--- src/rtl/seq_multiplier.sv ---
// Iterative shift-add multiplier: one multiplier bit per clock, fixed WIDTH+1 latency.
// Define MULT_SIGNED_EN to compile in two's-complement support selected by is_signed.
module seq_multiplier #(
  parameter int WIDTH = 16
) (
  input  logic               clk,
  input  logic               rst_n,
  input  logic               start,
  input  logic               is_signed,
  input  logic [WIDTH-1:0]   A,
  input  logic [WIDTH-1:0]   B,
  output logic               busy,
  output logic               done,
  output logic [2*WIDTH-1:0] product
);

  localparam int CW = $clog2(WIDTH);
  localparam logic [CW-1:0] CNT_LAST = CW'(WIDTH - 1);

  typedef enum logic [1:0] {IDLE, RUN, DONE} state_t;

  state_t             state, state_nxt;
  logic [CW-1:0]      cnt;
  logic [2*WIDTH-1:0] mcand;
  logic [2*WIDTH-1:0] acc;
  logic [2*WIDTH-1:0] acc_sum;
  logic [2*WIDTH-1:0] prod_final;
  logic [WIDTH-1:0]   mplier;
  logic [WIDTH-1:0]   a_mag;
  logic [WIDTH-1:0]   b_mag;
  logic               accept;

`ifdef MULT_SIGNED_EN
  logic neg;
  logic neg_in;

  // The magnitude of the most negative value still fits in WIDTH unsigned bits.
  function automatic logic [WIDTH-1:0] magnitude(input logic [WIDTH-1:0] v, input logic sgn);
    logic signed [WIDTH-1:0] sv;
    sv = $signed(v);
    return (sgn && v[WIDTH-1]) ? -sv : v;
  endfunction

  function automatic logic [2*WIDTH-1:0] negate(input logic [2*WIDTH-1:0] v);
    logic signed [2*WIDTH-1:0] sv;
    sv = $signed(v);
    return -sv;
  endfunction

  assign a_mag      = magnitude(A, is_signed);
  assign b_mag      = magnitude(B, is_signed);
  assign neg_in     = is_signed & (A[WIDTH-1] ^ B[WIDTH-1]);
  assign prod_final = neg ? negate(acc_sum) : acc_sum;
`else
  logic unused_is_signed;

  assign unused_is_signed = is_signed;
  assign a_mag            = A;
  assign b_mag            = B;
  assign prod_final       = acc_sum;
`endif

  assign accept  = start && (state != RUN);
  assign acc_sum = acc + (mplier[0] ? mcand : '0);
  assign busy    = (state == RUN);
  assign done    = (state == DONE);

  always_comb begin
    state_nxt = state;
    case (state)
      IDLE:    if (start) state_nxt = RUN;
      RUN:     if (cnt == CNT_LAST) state_nxt = DONE;
      DONE:    state_nxt = start ? RUN : IDLE;
      default: state_nxt = IDLE;
    endcase
  end

  always_ff @(posedge clk or negedge rst_n) begin
    if (!rst_n) begin
      state   <= IDLE;
      cnt     <= '0;
      acc     <= '0;
      mcand   <= '0;
      mplier  <= '0;
      product <= '0;
`ifdef MULT_SIGNED_EN
      neg     <= 1'b0;
`endif
    end else begin
      state <= state_nxt;
      if (accept) begin
        cnt    <= '0;
        acc    <= '0;
        mcand  <= {{WIDTH{1'b0}}, a_mag};
        mplier <= b_mag;
`ifdef MULT_SIGNED_EN
        neg    <= neg_in;
`endif
      end else if (state == RUN) begin
        cnt    <= cnt + 1'b1;
        acc    <= acc_sum;
        mcand  <= mcand << 1;
        mplier <= mplier >> 1;
        // Result register only changes on the edge that enters DONE.
        if (cnt == CNT_LAST) product <= prod_final;
      end
    end
  end

endmodule

--- config.mk ---
export PLATFORM = sky130hd
export DESIGN_NAME = seq_multiplier
export DESIGN_NICKNAME = d
export VERILOG_FILES = /design/src/rtl/seq_multiplier.sv
export SDC_FILE = /design/constraint.sdc
export NUM_CORES = 1
export LEC_CHECK = 0
export BUFFER_PORTS_ARGS = -buffer_cell sky130_fd_sc_hd__buf_2
export CORE_MARGIN = 8
export CORE_UTILIZATION = 36
export DETAILED_ROUTE_END_ITERATION = 8
export PLACE_DENSITY_LB_ADDON = 0.25
export SLEW_MARGIN = 20
export SYNTH_ARGS = -nofsm -noshare
export SYNTH_HDL_FRONTEND = slang
export SYNTH_SLANG_ARGS = --single-unit
--- constraint.sdc ---
create_clock -name clk -period 3.1 [get_ports clk]
set_input_delay 0.155 -clock clk [delete_from_list [all_inputs] [get_ports clk]]
set_output_delay 0.155 -clock clk [all_outputs]
set_load 0.02 [all_outputs]
==> flow_summary.yaml <==
route:
  drt-total-wl_mm: 16.7
  dr.first_iter.drc_count: 383
  wl_per_cell_um: 15.2
  drc: 0
  ant_nets: 0
  drtPass1Iterations: 5
  viasPerCell: 5.17
  num_vias: 5661
sta:
  report.final.slew_viol_count: 0
  hold_violations: 0
  fin_worst_skew_ns: 0.00982
  setup_viol: 0
  worst_pin_slew_ns: 0.801
  fmax_ghz: 0.338
  relSlewSlack: 0.462
  rsz0062_at_grt: "false"
  fin_crit_ns: 2.96
  tns_ns: 0
  period_share: 0.955
power:
  power_density_mw_per_mm2: 971
  ir_drop_mv: 0.504
  power_mw: 7.96
  leakage_nw: 3.91
yosys:
  synth_xor_area_frac: 0.0356
  synth-simple-area-share: 0.196
  synthArstFlopShare: 1.00
  muxShareOfSynthArea: 0.0494
  synthesis.area_mm2: 0.00689
  syn_area_per_cell_um2: 8.78
  synth_fa_ha_area_frac: 0.0610
  synth-compound-area-share: 0.199
  yosysUniqueCellTypes: 59
  synthFlopType: "dfrtp_1"
  syn_nets: 854
  synthCells: 785
  synth-edff-count: 0
  ys_seq_area_frac: 0.429
  synth-seq-cells: 118
  yosys_warnings: 0
  synth_top_family_by_area: "compound AO/OA/AOI/OAI gates"
worst_setup_path:
  critPathArrivalTime_ns: 3.25
  worstSetupEndpointType: "register"
  crit_fanout: 17
  worstSetupPathType: "register to register"
  cp.required_ns: 3.39
  cp-start-kind: "register"
clock_network:
  clkLatencyLatePin_ns: 0.42
  clock_path_buffers: 2
  cts_buffers: 17
  clockRootBuffer: "clkbuf_16"
  htreeDepth: 4
  clkTransAtPathRegs_ns: 0.06
  cts_tree: "built"
  clock_sinks: 118
grt:
  grt_start_max_net_pins: 80
  antenna_found_initial: 0
  grt_overflow_total: 0
  grt_util_all_layers: 0.146
  grt_pass1_wl_mm: 28.4
  grt_pass1_vias: 5532
run_status:
  status: "finished, final reports clean"
worst_hold_path:
  hold_path.class: "primary input to register"
floorplanning:
  start_util: 0.367
  fp.dieH_um: 154
  die_w_um: 154
  core-area_mm2: 0.0188
  row_count: 50
  ios: 70
  die-area_mm2: 0.0238
place:
  port_buffers: 68
  dp_hpwl_mm: 12.0
  dpl_cell_area_mm2: 0.00753
  globalplace.congestion: 0.852
final_layout:
  final_nets: 918
  syn2layout_area_growth_pct: 19.0
  diodes: 0
  drive_gt1_frac: 0.160
  fin_area_mm2: 0.00820
job:
  maxCapViolCount: 0
-- through the flow --
step	utilization	hold slack, ns	worst slack [ns]	cells
2_1_floorplan	-	-0.141	0.195	785
3_3_place_gp	0.401	0.100	0.156	1060
3_5_place_dp	0.401	0.100	0.146	1060
4_1_cts	0.436	0.00902	0.124	1094
5_1_grt	0.437	0.0253	0.00199	1095
6_report	0.437	0.0208	0.139	1095
-- power breakdown --
part / total [mW] / internal, mW / switching, mW / leakage [nW]
logic: 3.25 / 1.20 / 2.05 / 2.15
registers: 2.62 / 2.21 / 0.418 / 1.47
clock network: 2.09 / 1.36 / 0.725 / 0.295
total: 7.96 / 4.77 / 3.20 / 3.91
-- final cells by class --
| type | count | area [um2] |
|---|---|---|
| fill | 1853 | 10600 |
| multi-input combinational | 612 | 3730 |
| sequential | 118 | 2950 |
| timing repair buffer | 95 | 578 |
| clock buffer | 19 | 443 |
| tap | 234 | 293 |
| clock inverter | 12 | 179 |
| inverter | 5 | 20.0 |
-- critical path, stage by stage, from the launching register on --
cell and delay [ns]:
dfrtp_1 0.41, buf_4 0.20, and2_1 0.16, ha_1 0.37, a211oi_1 0.31, o211ai_1 0.17, a221oi_1 0.42, o22ai_1 0.18
o221ai_1 0.24, xor2_1 0.26, o21ai_1 0.10
-- layer usage --
| layer | up-vias | routed length, um | part of all wire | track usage |
|---|---|---|---|---|
| met3 | 11 | 646 | 0.039 | 0.0376 |
| met4 | 0 | 161 | 0.0097 | 0.0420 |
| li1 | 2888 | - | - | - |
| met1 | 2668 | 8420 | 0.50 | 0.199 |
| met2 | 94 | 7450 | 0.45 | 0.224 |
| met5 | - | 0 | 0 | 0 |
-- cells in the mapped netlist, types with 3 or more instances --
master,count,area [um2]
or4_1,3,22.5
or3_1,3,18.8
dfrtp_1,118,2950
nand3_1,29,145
a221oi_1,3,26.3
o31ai_1,4,30.0
xor2_1,16,140
ha_1,32,400
a21oi_1,36,180
and2_1,37,231
mux2i_1,34,340
o21a_1,3,22.5
xnor2_1,12,105
o21ai_1,19,95.1
o21ai_0,87,435
nor3_1,5,25.0
a31oi_1,5,31.3
nand4_1,9,56.3
and3_1,4,25.0
clkbuf_1,47,176
nor2_1,23,86.3
a211oi_1,3,22.5
o21bai_1,4,30.0
o211ai_1,8,60.1
nor2b_1,3,18.8
a21o_1,24,180
inv_1,3,11.3
nand2_1,172,646
nand2b_1,3,18.8
-- worst paths after layout --
| kind | from | endpoint | slack, ns | cells after the start |
|---|---|---|---|---|
| setup / recovery | mplier[0] | product[29] | 0.14 | 10 |
| hold / removal | A[6] | mcand[6] | 0.02 | 3 |
| setup reg to reg | mplier[0] | product[29] | 0.14 | 10 |
| hold reg to reg | product[23] | product[23] | 0.47 | 2 |
| max in group asynchronous | rst_n | mplier[0] | 2.07 | 3 |
| min in group asynchronous | rst_n | product[23] | 0.20 | 2 |
-- flip-flops by register name, indices dropped and copies added, names as in the netlist --
name,count
acc,32
cnt,4
mcand,32
mplier,16
product,32
state,2
-- kinds of logic after synthesis --
logic type	Yosys count
compound gates	220
buf+inv	55
mux	34
fa+ha+maj	33
xor+xnor	28
simple gates	297
flops	118
-- timing repair --
| action | in CTS | in global routing |
|---|---|---|
| endpoints found under the hold margin | 25 | 0 |
| setup endpoints to repair | 0 | 6 |
| buffers inserted | 0 | 1 |
| hold buffers | 3 | 0 |
| resized for setup | 0 | 2 |
-- layout by cell type (no fill, tap or decap), drive strengths merged, types with 2 or more instances in the layout --
cell type,count
nand3,29
or3,3
ha,32
a2111oi,2
a21o,24
a31oi,6
clkinvlp,3
clkbuf,19
inv,2
nand2,172
a21boi,2
o21ai,107
mux2i,34
dlygate4sd3,3
xnor2,12
dfrtp,118
xor2,16
nor3,5
or4,3
o21a,3
a21oi,36
bufinv,4
and2,37
a211o,2
buf,92
o31ai,4
o2111a,2
o221ai,2
o21bai,4
a211oi,5
nor2b,3
and3,4
a221oi,3
nand4,9
nor2,23
o211ai,9
nand2b,3
clkinv,8
Power figures use the tool's default switching activity.
